`src/rtl/mem_stream_reader.sv`:
```
// Streams a burst of count+1 words from a combinational-read memory onto a valid/ready port.
// Define MEM_STREAM_READER_CHECKSUM_EN to append an XOR checksum beat to every burst.
module mem_stream_reader #(
    parameter int unsigned DATA_W = 16,
    parameter int unsigned ADDR_W = 3
) (
    input  logic              clk,
    input  logic              rst,
    input  logic              start,
    input  logic [ADDR_W-1:0] start_addr,
    input  logic [ADDR_W-1:0] count,
    output logic              busy,
    output logic [ADDR_W-1:0] r_addr,
    input  logic [DATA_W-1:0] r_data,
    output logic              out_valid,
    output logic [DATA_W-1:0] out_data,
    output logic              out_last,
    input  logic              out_ready,
    output logic              done
);

`ifdef MEM_STREAM_READER_CHECKSUM_EN
    typedef enum logic [1:0] {IDLE, RUN, CSUM, DRAIN} state_t;
`else
    typedef enum logic [1:0] {IDLE, RUN, DRAIN} state_t;
`endif

    state_t              state_q, state_d;
    logic [ADDR_W-1:0]   addr_q, addr_d;
    logic [ADDR_W-1:0]   remaining_q, remaining_d;
    logic                out_valid_q, out_valid_d;
    logic [DATA_W-1:0]   out_data_q, out_data_d;
    logic                out_last_q, out_last_d;
    logic                done_q, done_d;
    logic                busy_q, busy_d;
`ifdef MEM_STREAM_READER_CHECKSUM_EN
    logic [DATA_W-1:0]   csum_q, csum_d;
`endif

    // A new beat may be loaded when the output slot is empty or being drained this cycle.
    logic load;
    assign load = !out_valid_q || out_ready;

    always_ff @(posedge clk) begin
        if (rst) begin
            state_q     <= IDLE;
            addr_q      <= '0;
            remaining_q <= '0;
            out_valid_q <= 1'b0;
            out_data_q  <= '0;
            out_last_q  <= 1'b0;
            done_q      <= 1'b0;
            busy_q      <= 1'b0;
`ifdef MEM_STREAM_READER_CHECKSUM_EN
            csum_q      <= '0;
`endif
        end else begin
            state_q     <= state_d;
            addr_q      <= addr_d;
            remaining_q <= remaining_d;
            out_valid_q <= out_valid_d;
            out_data_q  <= out_data_d;
            out_last_q  <= out_last_d;
            done_q      <= done_d;
            busy_q      <= busy_d;
`ifdef MEM_STREAM_READER_CHECKSUM_EN
            csum_q      <= csum_d;
`endif
        end
    end

    always_comb begin
        state_d = state_q;
        case (state_q)
            IDLE:    if (start) state_d = RUN;
`ifdef MEM_STREAM_READER_CHECKSUM_EN
            RUN:     if (load && remaining_q == '0) state_d = CSUM;
            CSUM:    if (load) state_d = DRAIN;
`else
            RUN:     if (load && remaining_q == '0) state_d = DRAIN;
`endif
            DRAIN:   if (out_ready) state_d = IDLE;
            default: state_d = IDLE;
        endcase
    end

    always_comb begin
        addr_d      = addr_q;
        remaining_d = remaining_q;
        out_valid_d = out_valid_q;
        out_data_d  = out_data_q;
        out_last_d  = out_last_q;
        done_d      = 1'b0;
        busy_d      = busy_q;
`ifdef MEM_STREAM_READER_CHECKSUM_EN
        csum_d      = csum_q;
`endif
        case (state_q)
            IDLE: begin
                if (start) begin
                    addr_d      = start_addr;
                    remaining_d = count;
                    busy_d      = 1'b1;
`ifdef MEM_STREAM_READER_CHECKSUM_EN
                    csum_d      = '0;
`endif
                end
            end
            RUN: begin
                if (load) begin
                    out_data_d  = r_data;
                    out_valid_d = 1'b1;
                    addr_d      = addr_q + ADDR_W'(1);
                    remaining_d = remaining_q - ADDR_W'(1);
`ifdef MEM_STREAM_READER_CHECKSUM_EN
                    out_last_d  = 1'b0;
                    csum_d      = csum_q ^ r_data;
`else
                    out_last_d  = (remaining_q == '0);
`endif
                end
            end
`ifdef MEM_STREAM_READER_CHECKSUM_EN
            CSUM: begin
                if (load) begin
                    out_data_d  = csum_q;
                    out_valid_d = 1'b1;
                    out_last_d  = 1'b1;
                end
            end
`endif
            DRAIN: begin
                if (out_ready) begin
                    out_valid_d = 1'b0;
                    out_last_d  = 1'b0;
                    busy_d      = 1'b0;
                    done_d      = 1'b1;
                end
            end
            default: ;
        endcase
    end

    always_comb begin
        busy      = busy_q;
        r_addr    = addr_q;
        out_valid = out_valid_q;
        out_data  = out_data_q;
        out_last  = out_last_q;
        done      = done_q;
    end

endmodule

```
`config.mk`:
```
export PLATFORM = sky130hd
export DESIGN_NAME = mem_stream_reader
export DESIGN_NICKNAME = d
export VERILOG_FILES = /design/src/rtl/mem_stream_reader.sv
export SDC_FILE = /design/constraint.sdc
export NUM_CORES = 1
export LEC_CHECK = 0
export ABC_AREA = 1
export BUFFER_PORTS_ARGS = -buffer_cell sky130_fd_sc_hd__buf_4
export CAP_MARGIN = 10
export CORE_UTILIZATION = 30
export CTS_CLUSTER_DIAMETER = 30
export DETAILED_ROUTE_END_ITERATION = 10
export GPL_TIMING_DRIVEN = 0
export HOLD_SLACK_MARGIN = 0.05
export PLACE_DENSITY = 0.56
export RECOVER_POWER = 50
export SLEW_MARGIN = 10
export SYNTH_ARGS = -nofsm -noshare
export SYNTH_HDL_FRONTEND = slang
export SYNTH_SLANG_ARGS = --single-unit
```
`constraint.sdc`:
```
create_clock -name clk -period 2.5 [get_ports clk]
set_input_delay 0 -clock clk [delete_from_list [all_inputs] [get_ports clk]]
set_output_delay 0 -clock clk [all_outputs]
set_load 0.01 [all_outputs]
```
After elaboration in Yosys (flattened, before gate mapping)
Cells that the tools add are included.
Widths: inputs -> output; s select.
{ "classes": {"add_sub_neg": 2, "n_reduce_logical": 14, "n_eq_ne": 6, "muxes": 18, "bitwise": 1} }
{ "op_table": {"columns": ["op", "n"], "rows": [
  ["$mux 3", 4],
  ["$pmux 3 s2", 2],
  ["$reduce_and 3->1", 4],
  ["$ne 2x2->1 const B", 4],
  ["$mux 2", 3],
  ["$pmux 1 s2", 3],
  ["$pmux 2 s3", 1],
  ["$reduce_bool 2->1", 3],
  ["$mux 1", 5],
  ["$add 3x1->3 const B", 1],
  ["$logic_not 3->1", 1],
  ["$sub 3x1->3 const B", 1],
  ["$eq 2x1->1 const B", 1],
  ["$eq 2x2->1 const B", 1],
  ["$logic_not 2->1", 1],
  ["$reduce_and 2->1", 1],
  ["$reduce_or 2->1", 1],
  ["$logic_and 1x1->1", 1],
  ["$logic_not 1->1", 1],
  ["$logic_or 1x1->1", 1],
  ["$not 1->1", 1]
]} }
{ "word_totals": {"word_cells": 49, "ff_bits": 28, "out_inout_bits": 23} }

Depth between registers and ports, before layout
Gate-level depths: netlist of run 1.
{ "depth": {"depth_word": 5, "ltp_mapped": 8, "depth_no_buf": 8} }

Worst setup path before layout of run 1
OpenSTA, ideal clock, no wires.
{ "synth_timing": {"path_kind": "flip-flop to flip-flop", "startpoint": "register state_q[0]", "endpoint": "register out_data_q[0], in the netlist out_data[0]", "period_less_slack_ns": 1.092, "path_stages_with_launch": 7, "t_arrival_ns": 0.976, "path_buffers": 1, "setup_slack_ns": 1.408, "cell_sequence": "dfxtp_1 > inv_2 > nor2_4 > nand2_4 > buf_6 > o21ai_0 > nor2_1"} }
{ "synth_via": {"elab_chain_cells": 2} }
{ "synth_rtl": {"columns": ["element", "line", "text"], "rows": [
  ["from (decl)", "28", "state_t state_q, state_d;"],
  ["from (signal assigned)", "58", "state_q <= state_d;"],
  ["$eq 2x1->1", "98", "case (state_q)"],
  ["$reduce_and 2->1 (no line)", null, null],
  ["to (signal assigned)", "62", "out_data_q <= out_data_d;"],
  ["to (decl)", "32", "logic [DATA_W-1:0] out_data_q, out_data_d;"]
]} }
Every way passes these cells.
A chain may end at the register's enable or synchronous reset.

Worst setup path after layout of run 1
{ "layout_timing": {"startpoint": "register state_q[0]", "endpoint": "register out_data_q[1], in the netlist out_data[1]"} }
Same word-level chain as after synthesis.

==> results.json, run 1 <==
{
  "nFillCells": 408,
  "initialDrtViolationCount": 47,
  "leakage_nw": 0.807,
  "wl_met2_mm": 1.33,
  "topRoutingLayerUsed": "met4",
  "cpMaxStageDelayCell": "dfxtp_1",
  "synth_area_leaders": "dfxtp_1 (46%), nor2_1 (15%), o21ai_0 (7.8%), nand2_1 (7.7%), nand3_1 (5.4%)",
  "met1_length_mm": 1.36,
  "cts.clk_slew.worst_paths_ps": 90,
  "switching_share_pct": 31.7,
  "ir_worst_vdd_mv": 0.226,
  "drive_above_1_share_pct": 16.0,
  "finalSetupViolCount": 0,
  "syn_area_mm2": 0.00121,
  "syn_to_final_growth_pct": 49.1,
  "whs_path_depth": 5,
  "dp_hpwl_mm": 2.01,
  "rr_worst_depth": 6,
  "cp-start-kind": "register",
  "initial_utilization_pct": 32.2,
  "synth_seq_area_share_pct": 46.2,
  "slew_violations": 0,
  "fmax_mhz": 795,
  "cp.required_ps": 2670,
  "diodes": 0,
  "synth_top_area_cell": "dfxtp_1",
  "clock_latency_ps": 270,
  "syn-num-nets": 194,
  "coreArea_mm2": 0.00377,
  "cp.arrival_ps": 1420,
  "cp_cell_sequence": "inv_1 -> nor2_4 -> nand2_4 -> buf_6 -> o21ai_0 -> nor2_1",
  "yosysUniqueCellTypes": 15,
  "rows": 22,
  "register_area_um2": 561,
  "ys_warn_count": 0,
  "htree_levels": 1,
  "num_vias": 1209,
  "multi_input_area_um2": 556,
  "grt.overflow.total": 0,
  "period_share_pct": 50.3,
  "holdWs_ps": 61.4,
  "gp_congestion": 0.711,
  "fin_tns_setup_ps": 0,
  "hp-class": "in2reg",
  "worst-setup-path-type": "reg2reg",
  "synth-seq-cells": 28,
  "r2r_slack_ps": 1240,
  "die_area_mm2": 0.00430,
  "seq_power_share_pct": 47.9,
  "status": "finished, final reports clean",
  "wl_met3_um": 156,
  "most-common-layout-cells": "nor2_1 (47), dfxtp_1 (28), nand2_1 (25), buf_4 (25), clkbuf_1 (24)",
  "portBuffers": 48,
  "p_sw_w": 0.000357,
  "grt_pass1_vias": 1085,
  "cts_made_buffers": 3,
  "postSynthCellCount": 165,
  "io_pins": 49,
  "postSynthAreaPerCell_um2": 7.36,
  "cts_tree": "built",
  "cp-end-kind": "register",
  "wl_mm": 2.86,
  "power_frac_comb_pct": 30.7,
  "grt_usage_pct": 14.1,
  "min_period_ps": 1260,
  "worstMarginPinSlew_ps": 333,
  "nets": 269,
  "powerDensity_mw_per_mm2": 622,
  "grt_pass1_wl_mm": 4.75,
  "rsz0062_at_grt": "no",
  "cts_resized": 0,
  "clkSinkCount": 28,
  "finClkSkew_ps": 2.27,
  "cp_slowest_stage_delay_ps": 380,
  "cts-root-buf": "clkbuf_8",
  "fp.dieW_um": 65.6,
  "max-cap-violations": 0,
  "synth_top_area_share_pct": 46.2,
  "drcViolationCount": 0,
  "dr.pass1.iters": 4,
  "grt_start_max_net_pins": 15,
  "wl_per_cell_um": 10.0,
  "dieHeight_um": 65.6,
  "max_slew_margin_pct": 77.7,
  "clkPwrFrac_pct": 21.4,
  "antenna_left": 0,
  "power.internal_w": 0.000769,
  "crit_fanout": 10,
  "hold_viol_final": 0,
  "layout_commonest_cell": "nor2_1",
  "vias_per_cell": 4.23,
  "antenna_found_initial": 0,
  "clock_path_buffers": 2
}
==> cells in the mapped netlist <==
cell      number
nor2_1        47
nand2_1       25
a21oi_1        5
buf_6          3
nand4_1        1
dfxtp_1       28
nand2_4        2
inv_1         12
ha_1           3
clkbuf_4       1
clkbuf_1       1
o21ai_0       19
nand3_1       13
inv_2          2
nor2_4         3
==> metrics by stage <==
| step | setup WS [ps] | std cells | area [um2] | total power, W | util, % |
|---|---|---|---|---|---|
| floorplan | 1410 | 165 | 1210 | 0.000764 | - |
| global placement | 1280 | 261 | 1630 | 0.000909 | 43.3 |
| detailed placement | 1270 | 261 | 1630 | 0.000910 | 43.3 |
| CTS | 1270 | 286 | 1900 | 0.00118 | 50.3 |
| global route | 1050 | 286 | 1810 | 0.00122 | 48.0 |
| finish | 1240 | 286 | 1810 | 0.00113 | 48.0 |
==> power groups by stage <==
stage	sequential (W)	clock [W]	combinational (W)
2_1_floorplan	0.000569	0	0.000194
3_3_place_gp	0.000550	0	0.000359
3_5_place_dp	0.000551	0	0.000359
4_1_cts	0.000541	0.000257	0.000387
5_1_grt	0.000547	0.000277	0.000392
6_report	0.000539	0.000241	0.000346
==> state kept, by name, indices dropped and copies added, names as in the netlist <==
signal       cells
out_data        16
r_addr           3
remaining_q      3
state_q          2
busy             1
done             1
out_last         1
out_valid        1
==> area by class of cell <==
cell class                      instances  area share, %
Buffer                                  5           2.49
Clock buffer                            3           2.28
Inverter                               14           2.90
Multi-Input combinational cell        118           30.7
Sequential cell                        28           31.0
Tap cell                               48           3.32
Timing Repair Buffer                   70           27.3
==> worst max-delay path, delay by kind of cell, from the launching register on <==
family	cells	cell delay (ps)
simple gates	3	340
compound gates	1	150
buf+inv	2	270
flops	1	380
==> metal layers <==
metal  track usage, %  up-vias
li1                 -      669
met1             18.1      509
met2             24.1       29
met3             2.08        2
met4             4.08        0
met5                0        -
==> logic make-up after synthesis <==
| logic type | share of synthesized area [%] |
|---|---|
| AOI/OAI and AO/OA | 9.90 |
| adders and majority gates | 3.09 |
| buffers and inverters | 8.04 |
| DFF | 46.2 |
| and+or+nand+nor | 32.8 |
==> repair_timing <==
item | CTS | global route
buffers inserted | 0 | 0
hold endpoints to repair | 26 | 0
hold buffers | 22 | 0
==> path summary, 6_finish.rpt <==
path                  to     startpoint
max          out_data[1]     state_q[0]
min            r_addr[0]  start_addr[0]
max reg2reg  out_data[1]     state_q[0]
min reg2reg         busy           busy
No activity file was read; power rests on OpenSTA's default activity.
==> run 2: changes to the inputs <==
Settings changed: ABC_AREA 1 to 0.
Clock period 2.5 ns to 1.2 ns, I/O delays scaled along.
==> results.json, run 2 <==
{
  "hold_end": "remaining_q[1]",
  "portBuffers": 47,
  "leakage_nw": 0.754,
  "dp_hpwl_mm": 2.14,
  "die_area_mm2": 0.00420,
  "powerDensity_mw_per_mm2": 1390,
  "worst_slack_ps": 30.0,
  "async_reset_ff_share_pct": 0,
  "cts.clk_slew.worst_paths_ps": 100,
  "nets": 248,
  "grt_start_max_net_pins": 17,
  "drcViolationCount": 0,
  "grt_pass1_vias": 1206,
  "ir_worst_vdd_mv": 0.583,
  "largest_register_ffs": 16,
  "cp.required_ps": 1360,
  "clkSinkCount": 28,
  "cts-root-buf": "clkbuf_8",
  "yosysMostFrequentCell": "nand2_1",
  "num_vias": 1185,
  "finalSetupViolCount": 0,
  "final_core_util_pct": 50.4,
  "cts_tree": "built",
  "antenna_found_initial": 0,
  "wl_mm": 3.32,
  "coreArea_mm2": 0.00372,
  "min_period_ps": 1170,
  "syn-num-nets": 172,
  "gp_congestion": 0.751,
  "diodes": 0,
  "synth_enable_flop_cells": 0,
  "syn_to_final_growth_pct": 58.2,
  "synth_top_area_share_pct": 47.4,
  "rr_startpoint": "state_q[1]",
  "grt.overflow.total": 0,
  "grt_pass1_wl_mm": 5.53,
  "period_share_pct": 97.5,
  "synth_top_area_cell": "dfxtp_1",
  "most-common-layout-cells": "nand2_1 (40), buf_4 (36), dfxtp_1 (25)",
  "vias_per_cell": 4.45,
  "cp-start-kind": "register",
  "rr_worst_depth": 5,
  "worstMarginPinSlew_ps": 483,
  "postSynthCellCount": 143,
  "synth_flop_cell": "dfxtp_1",
  "ys_warn_count": 0,
  "worst-setup-path-type": "reg2reg",
  "dr.pass1.iters": 4,
  "slew_violations": 0,
  "synth-seq-cells": 28,
  "initial_utilization_pct": 31.9,
  "fp.dieW_um": 64.8,
  "nFillCells": 367,
  "cp.arrival_ps": 1330,
  "htree_levels": 1,
  "hold_start": "count[1]",
  "ys_top_cells_by_count": "nand2_1 (40), dfxtp_1 (28), a21oi_1 (24)",
  "status": "finished, final reports clean",
  "yosysUniqueCellTypes": 27,
  "postSynthAreaPerCell_um2": 8.28,
  "finClkSkew_ps": 7.47,
  "dieHeight_um": 64.8,
  "drive_above_1_share_pct": 25.2,
  "whs_path_depth": 3,
  "cp-end-kind": "register",
  "clock_latency_ps": 280,
  "synth_area_leaders": "dfxtp_1 (47%), nand2_1 (13%), a21oi_1 (10%), ha_1 (3.2%), nand2b_1 (2.1%)",
  "clock_path_buffers": 2,
  "cts_made_buffers": 3,
  "grt_usage_pct": 17.3,
  "max-cap-violations": 0,
  "initialDrtViolationCount": 49,
  "pre_cts_ws_ps": -117,
  "antenna_left": 0,
  "r2r_slack_ps": 30,
  "fmax_mhz": 855,
  "syn_area_mm2": 0.00118,
  "synth_seq_area_share_pct": 47.4,
  "hold_viol_final": 0,
  "io_pins": 49,
  "max_slew_margin_pct": 67.8,
  "rows": 22,
  "crit_fanout": 10,
  "layout_commonest_cell": "nand2_1",
  "wl_per_cell_um": 12.5,
  "r2r_end": "out_last",
  "rsz0062_at_grt": "yes",
  "hp-class": "in2reg"
}
[run 2: repair_timing]
item                                   in CTS  in global routing
hold buffers                               19                  0
setup buffers                               3                  4
setup endpoints to repair                  18                 23
pin swaps                                   5                  8
gates resized for setup                     9                  7
endpoints found under the hold margin      21                  0
[run 2: routing by layer]
layer  track usage, %  part of all wire, %
met1             21.7                   46
met2             28.5                   50
met3             3.35                  3.1
met4             7.50                 0.81
met5                0                    0
[run 2: cell families (layout without fill, tap and decap cells)]
kind of cell / after synthesis / after routing / synth area share, %
flip-flops: 28 / 28 / 47.4
adder cells (fa/ha/maj): 3 / 3 / 3.17
buffers and inverters: 10 / 85 / 4.33
AO/OA/AOI/OAI: 40 / 40 / 20.2
AND/OR/NAND/NOR: 62 / 62 / 24.9
[run 2: where the power goes]
group          internal [W]  switching, W
registers           0.00104     0.0000827
clock network      0.000447      0.000308
logic              0.000368      0.000361
total               0.00185      0.000752
[run 2: worst max path at each step]
| stage | start | to | cells after the start | slack (ps) |
|---|---|---|---|---|
| 2_1_floorplan | out_valid | out_data[5] | 6 | 7 |
| 3_3_place_gp | out_valid | out_data[10] | 5 | -80 |
| 3_5_place_dp | out_valid | out_data[14] | 5 | -120 |
| 4_1_cts | out_valid | remaining_q[2] | 4 | 3 |
| 5_1_grt | state_q[1] | remaining_q[2] | 5 | -50 |
| 6_report | state_q[1] | out_last | 5 | 30 |
[run 2: area by class of cell]
type	instances	area, um2	share of cell area [%]
buffer	5	33.8	1.80
sequential	28	569	30.4
multi-input combinational	105	603	32.2
timing repair buffer	73	524	28.0
clock inverter	1	30.0	1.60
inverter	3	11.3	0.601
clock buffer	3	41.3	2.20
tap	48	60.1	3.21
[run 2: critical path: stages (launching register included)]
cell and delay, ps:
dfxtp_4 370, nand2b_4 170, buf_8 140, buf_4 130, o211ai_1 150, a21oi_1 90
[run 2: metrics by stage]
| stage | total power [W] | instances | TNS [ps] | hold slack (ps) | area [um2] |
|---|---|---|---|---|---|
| floorplan | 0.00151 | 143 | 0 | 131 | 1200 |
| global placement | 0.00177 | 238 | -892 | 248 | 1610 |
| detailed placement | 0.00179 | 238 | -1380 | 259 | 1610 |
| CTS | 0.00262 | 263 | 0 | 58.3 | 1900 |
| global route | 0.00276 | 266 | -143 | 56.4 | 1870 |
| finish | 0.00260 | 266 | 0 | 42.8 | 1870 |
